`src/rtl/min_sys_if.sv`:
```
// Board-side I/O bundle for min_sys: interrupt, switches, keypad matrix and display word.
// The master side drives the pins; the slave side is the min_sys block.
interface min_sys_if;
  logic       EI;
  logic [7:0] SW;
  logic [3:0] Keypad_rows;
  logic [3:0] Keypad_cols;
  logic [9:0] vga_cont;

  modport master (
    output EI, SW, Keypad_rows,
    input  Keypad_cols, vga_cont
  );

  modport slave (
    input  EI, SW, Keypad_rows,
    output Keypad_cols, vga_cont
  );
endinterface

```
`src/rtl/min_sys.sv`:
```
// Minimal I/O system: debounced 4x4 keypad scanner, EI rising-edge capture of the switch bank,
// and the {mode, val} display word for the VGA block.
module min_sys #(
  parameter int SCAN_DIV  = 4,
  parameter int DEB_SCANS = 2
) (
  input  logic     clk,
  input  logic     rst,
  min_sys_if.slave bus
);

  localparam int              DIV_W    = $clog2(SCAN_DIV);
  localparam int              DEB_W    = $clog2(DEB_SCANS + 1);
  localparam logic [DIV_W-1:0] DIV_LAST = DIV_W'(SCAN_DIV - 1);
  localparam logic [DEB_W-1:0] DEB_MAX  = DEB_W'(DEB_SCANS);

  logic [DIV_W-1:0] r_div;
  logic [1:0]       r_col_idx;
  logic             r_ei_q;
  logic             r_scan_hit;
  logic [3:0]       r_scan_code;
  logic [DEB_W-1:0] r_deb_cnt;
  logic [3:0]       r_deb_code;
  logic             r_last_valid;
  logic [3:0]       r_last_code;
  logic [1:0]       r_mode;
  logic [7:0]       r_val;

  logic             w_sample;
  logic             w_scan_end;
  logic             w_row_hit;
  logic [1:0]       w_row_idx;
  logic [3:0]       w_col_code;
  logic             w_res_valid;
  logic [3:0]       w_res_code;
  logic             w_ei_evt;
  logic             w_key_evt;
  logic [DEB_W-1:0] w_deb_cnt_nxt;
  logic [3:0]       w_deb_code_nxt;
  logic             w_last_valid_nxt;
  logic [3:0]       w_last_code_nxt;

  assign w_sample   = (r_div == DIV_LAST);
  assign w_scan_end = w_sample && (r_col_idx == 2'd3);
  assign w_row_hit  = ~&bus.Keypad_rows;
  assign w_col_code = {r_col_idx, w_row_idx};
  assign w_ei_evt   = bus.EI & ~r_ei_q;

  // Lowest active-low row wins; the loop runs high-to-low so the last match is the lowest.
  always_comb begin
    w_row_idx = 2'd0;
    for (int i = 3; i >= 0; i--) begin
      if (!bus.Keypad_rows[i]) w_row_idx = 2'(i);
    end
  end

  // Columns are scanned in ascending order, so the first hit recorded in a scan is the winner.
  assign w_res_valid = r_scan_hit | w_row_hit;
  assign w_res_code  = r_scan_hit ? r_scan_code : w_col_code;

  // NOTE: every output of this block gets a default first, so no path can infer a latch.
  always_comb begin
    w_deb_cnt_nxt    = r_deb_cnt;
    w_deb_code_nxt   = r_deb_code;
    w_last_valid_nxt = r_last_valid;
    w_last_code_nxt  = r_last_code;
    w_key_evt        = 1'b0;
    if (w_scan_end) begin
      if (!w_res_valid) begin
        w_last_valid_nxt = 1'b0;
        w_deb_cnt_nxt    = '0;
      end else begin
        if (r_deb_cnt != '0 && w_res_code == r_deb_code) begin
          if (r_deb_cnt != DEB_MAX) w_deb_cnt_nxt = r_deb_cnt + DEB_W'(1);
        end else begin
          w_deb_cnt_nxt  = DEB_W'(1);
          w_deb_code_nxt = w_res_code;
        end
        if (w_deb_cnt_nxt == DEB_MAX && !(r_last_valid && r_last_code == w_res_code)) begin
          w_key_evt        = 1'b1;
          w_last_valid_nxt = 1'b1;
          w_last_code_nxt  = w_res_code;
        end
      end
    end
  end

  // NOTE: state registers use non-blocking assignments so every flop samples pre-edge values.
  always_ff @(posedge clk) begin
    if (!rst) begin
      r_div        <= '0;
      r_col_idx    <= 2'd0;
      r_ei_q       <= 1'b0;
      r_scan_hit   <= 1'b0;
      r_scan_code  <= 4'h0;
      r_deb_cnt    <= '0;
      r_deb_code   <= 4'h0;
      r_last_valid <= 1'b0;
      r_last_code  <= 4'h0;
      r_mode       <= 2'b00;
      r_val        <= 8'h00;
    end else begin
      r_ei_q <= bus.EI;

      if (w_sample) begin
        r_div     <= '0;
        r_col_idx <= r_col_idx + 2'd1;
      end else begin
        r_div <= r_div + DIV_W'(1);
      end

      if (w_scan_end) begin
        r_scan_hit <= 1'b0;
      end else if (w_sample && w_row_hit && !r_scan_hit) begin
        r_scan_hit  <= 1'b1;
        r_scan_code <= w_col_code;
      end

      r_deb_cnt    <= w_deb_cnt_nxt;
      r_deb_code   <= w_deb_code_nxt;
      r_last_valid <= w_last_valid_nxt;
      r_last_code  <= w_last_code_nxt;

      // EI takes priority; a coincident key event is dropped but still marked as reported.
      if (w_ei_evt) begin
        r_mode <= 2'b01;
        r_val  <= bus.SW;
      end else if (w_key_evt) begin
        r_mode <= 2'b10;
        r_val  <= {4'h0, w_res_code};
      end
    end
  end

  assign bus.Keypad_cols = ~(4'b0001 << r_col_idx);
  assign bus.vga_cont    = {r_mode, r_val};

endmodule

```
`src/flat_wrapper.sv`:
```
// flat-port wrapper written by rule: the top's interface ports become plain ports
module min_sys_flat 
#(
  parameter int SCAN_DIV  = 4,
  parameter int DEB_SCANS = 2
)
  (clk, rst, bus_EI, bus_SW, bus_Keypad_rows, bus_Keypad_cols, bus_vga_cont);
  min_sys_if bus_i ();
  input  logic clk;
  input  logic rst;
  input wire logic [$bits(bus_i.EI)-1:0] bus_EI;
  input wire logic [$bits(bus_i.SW)-1:0] bus_SW;
  input wire logic [$bits(bus_i.Keypad_rows)-1:0] bus_Keypad_rows;
  output wire logic [$bits(bus_i.Keypad_cols)-1:0] bus_Keypad_cols;
  output wire logic [$bits(bus_i.vga_cont)-1:0] bus_vga_cont;
  assign bus_i.EI = bus_EI;
  assign bus_i.SW = bus_SW;
  assign bus_i.Keypad_rows = bus_Keypad_rows;
  assign bus_Keypad_cols = bus_i.Keypad_cols;
  assign bus_vga_cont = bus_i.vga_cont;
  min_sys #(.SCAN_DIV(SCAN_DIV), .DEB_SCANS(DEB_SCANS)) u_core (.clk(clk), .rst(rst), .bus(bus_i));
endmodule
```
`config.mk`:
```
export PLATFORM = sky130hd
export DESIGN_NAME = min_sys_flat
export DESIGN_NICKNAME = d
export VERILOG_FILES = /design/src/rtl/min_sys_if.sv /design/src/rtl/min_sys.sv /design/src/flat_wrapper.sv
export SDC_FILE = /design/constraint.sdc
export NUM_CORES = 1
export LEC_CHECK = 0
export CAP_MARGIN = 25
export CORE_MARGIN = 2
export CORE_UTILIZATION = 45
export CTS_CLUSTER_SIZE = 8
export DETAILED_ROUTE_END_ITERATION = 6
export PLACE_DENSITY = 0.67
export SLEW_MARGIN = 15
export SYNTH_ARGS = -nofsm -noshare
export SYNTH_HDL_FRONTEND = slang
export SYNTH_SLANG_ARGS = --single-unit
```
`constraint.sdc`:
```
create_clock -name clk -period 2.65 [get_ports clk]
set_input_delay 0.6625 -clock clk [delete_from_list [all_inputs] [get_ports clk]]
set_output_delay 0.6625 -clock clk [all_outputs]
set_load 0.02 [all_outputs]
```
==> flow_summary.ini <==
[setup_path]
r2r_slack_ns = 0.29
crit_path_end_kind = flip-flop
cp.arrival_ns = 2.66
cp-start-kind = primary input
cp_data_required_time_ns = 2.85
r2r_end = u_core.r_val[2]$_SDFFE_PN0P_
reg2reg_depth = 6
crit_fanout = 8
r2r-start = u_core.r_scan_hit$_SDFFE_PP0P_
critical_path_class = primary input to flip-flop

[cts]
cts_hold_buf = 0
path_clk_slew_ns = 0.07
cts_inserted_buffers = 5
cts_tree = done
htreeDepth = 2
ctsResizeCount = 0
clock-root-buffer = clkbuf_8
postCtsSetupBuffers = 0
insertion_delay_ns = 0.29
clockBufferDepth = 2
cts_sinks = 31

[floorplan]
start_util_pct = 45.8
dieWidth_um = 64.6
core-area_um2 = 3610
die_h_um = 64.6
ioPinCount = 29
dieArea_um2 = 4170
num_rows = 22

[sta]
fin_crit_sh_pct = 93.2
rsz0062_at_grt = false
clock-skew-final_ns = 0.00892
fmax_mhz = 405
slew_viol_final = 0
hold_violations = 0
setup-violations-final = 0
min_period_ns = 2.47
max-slew-margin-rel_pct = 48.8
setup_slack_ns = 0.181
tightest_slew_ns = 0.768

[detailed_routing]
post_drt_wl_per_cell_um = 13.2
drtPass1Iterations = 4
wirelength_um = 3520
viasPerCell = 5.15
drc = 0
wl_met3_um = 167
ant_nets = 0
dr_wl_met2_um = 1770
met1_length_um = 1530
highest_layer = met4
num_vias = 1370
drtIter0Drc = 52

[place]
dp_hpwl_um = 2620
dp_slack_ns = -0.119
dpl-instance-area_um2 = 2020
dp_cells = 258
portBuffers = 28
place_congestion = 0.786

[final_layout]
drive_above_1_share_pct = 15.6
synthToLayoutAreaGrowth_pct = 29.4
fin_nets = 239
stdcell_area_um2 = 2140
post-route-util_pct = 59.3
antenna_cells = 0
fillers = 331
layoutNonFillerInstCount = 266

[yosys]
ys_types = 40
synth_top_family_by_area = compound AO/OA/AOI/OAI gates
syn_area_um2 = 1650
synthMuxAreaShare_pct = 5.15
ys_top_cells_by_area = dfxtp_1 38%, ha_1 5.3%, a21oi_1 4.2%
yosysTopAreaCell = dfxtp_1
synth_simple_gate_area_share_pct = 16.8
synth_seq_cells = 31
synth_xor_area_share_pct = 4.77
synth_fa_ha_area_share_pct = 5.30
synth-edff-count = 0
async_flop_share_pct = 0
netlist_instances = 180
synth_flop_cell = dfxtp_1
seq_area_frac_synth_pct = 37.5
synth_area_per_cell_um2 = 9.18
synth_top_area_share_pct = 37.5
syn_nets = 202
yosys_warnings = 0
synth_compound_area_share_pct = 22.6

[min_path]
hold_class = flip-flop to flip-flop
holdPathStages = 1
hp-start = u_core.r_div[0]$_SDFF_PP0_
hold_end = u_core.r_div[0]$_SDFF_PP0_

[job]
maxCapViolations = 0

[global_route]
grt_start_max_net_pins = 24
gr-usage-all-layers_pct = 18.8
grt_pass1_vias = 1374
grt_pass1_wl_um = 6070
grt-ovfl-total = 0
antenna_found_initial = 0

[pwr]
power_w = 0.00113
vdd_drop_max_v = 0.000394
power_leakage_nw = 0.760
powerDensity_nw_per_um2 = 529

[outcome]
run_status = completed
==> sequential cells by signal, indices dropped and copies added (netlist names) <==
name                 flops
u_core.r_scan_code       4
u_core.r_mode            2
u_core.r_ei_q            1
u_core.r_val             8
u_core.r_div             2
u_core.r_last_valid      1
u_core.r_deb_code        4
u_core.r_deb_cnt         2
u_core.r_scan_hit        1
u_core.r_last_code       4
u_core.r_col_idx         2
==> kinds of logic (layout without fill, tap and decap cells) <==
family,Yosys count,in the layout
adder cells (fa/ha/maj),7,7
XOR/XNOR,9,9
AO/OA/AOI/OAI,43,43
flip-flops,31,31
AND/OR/NAND/NOR,57,57
buffers and inverters,27,65
multiplexers,6,6
==> synth_stat cells, types with 3 or more instances <==
cell and n:
nor3_1 4, mux2i_1 4, o2111ai_1 4, ha_1 7, buf_6 3, o21ai_0 3
nand2_1 16, a21oi_1 14, nand3_1 10, inv_1 16, dfxtp_1 31, clkbuf_1 4
nor2_1 13, a211oi_2 3, o211ai_1 7, xnor2_1 8
==> where the power goes <==
group	leakage, nW	internal [W]	switching [W]
logic	0.446	0.0000767	0.0000761
clock network	0.0612	0.000304	0.000179
registers	0.252	0.000483	0.0000146
==> layer usage <==
layer  global-route usage (%)  vias to the layer above
met3                     4.34                        5
met1                     20.9                      629
met5                        0                        -
met2                     34.1                       32
li1                         -                      704
met4                     7.98                        0
==> stage by stage <==
stage / hold slack, ns / setup TNS, ns
4_1_cts: 0.434 / 0
5_1_grt: 0.453 / 0
2_1_floorplan: 0.404 / 0
6_report: 0.434 / 0
3_3_place_gp: 0.414 / 0
3_5_place_dp: 0.418 / -0.654
==> cells in the final DEF (no fill, tap or decap), types with 2 or more instances in the layout <==
cell / instances
dfxtp_1: 31
clkdlybuf4s50_1: 28
inv_1: 16
nand2_1: 16
a21oi_1: 14
nor2_1: 13
buf_4: 13
nand3_1: 10
xnor2_1: 8
o211ai_1: 7
ha_1: 7
clkbuf_8: 6
mux2i_1: 4
nor3_1: 4
o2111ai_1: 4
o21ai_0: 3
a211oi_2: 3
and2_1: 2
mux2i_4: 2
o31ai_4: 2
nand2b_1: 2
o311ai_2: 2
nand4_1: 2
or3_1: 2
a311oi_1: 2
==> how the worst max path moves through the flow <==
stage	startpoint	endpoint	slack, ns
floorplan	bus_Keypad_rows[3]	u_core.r_val[2]$_SDFFE_PN0P_	0.38
global placement	bus_Keypad_rows[0]	u_core.r_val[3]$_SDFFE_PN0P_	0.00003
detailed placement	bus_Keypad_rows[0]	u_core.r_val[2]$_SDFFE_PN0P_	-0.12
CTS	bus_Keypad_rows[0]	u_core.r_val[2]$_SDFFE_PN0P_	0.18
global route	bus_Keypad_rows[0]	u_core.r_val[2]$_SDFFE_PN0P_	0.002
finish	bus_Keypad_rows[0]	u_core.r_val[2]$_SDFFE_PN0P_	0.18
==> area by class of cell <==
type                            instances  area [um^2]  area share [%]
Clock buffer                            6         82.6            3.86
Multi-Input combinational cell        122          903            42.2
Sequential cell                        31          621            29.0
Timing Repair Buffer                   41          378            17.7
Clock inverter                          2         35.0            1.64
Inverter                               16         60.1            2.81
Tap cell                               48         60.1            2.81
==> worst max-delay path, stage by stage <==
cell and delay, ns:
clkdlybuf4s50_1 0.52, nand2_1 0.13, o31ai_4 0.32, xnor2_1 0.20, nand3_2 0.14, or2_1 0.40, o311ai_2 0.29
Note: power is estimated with default switching activity, not from simulation.
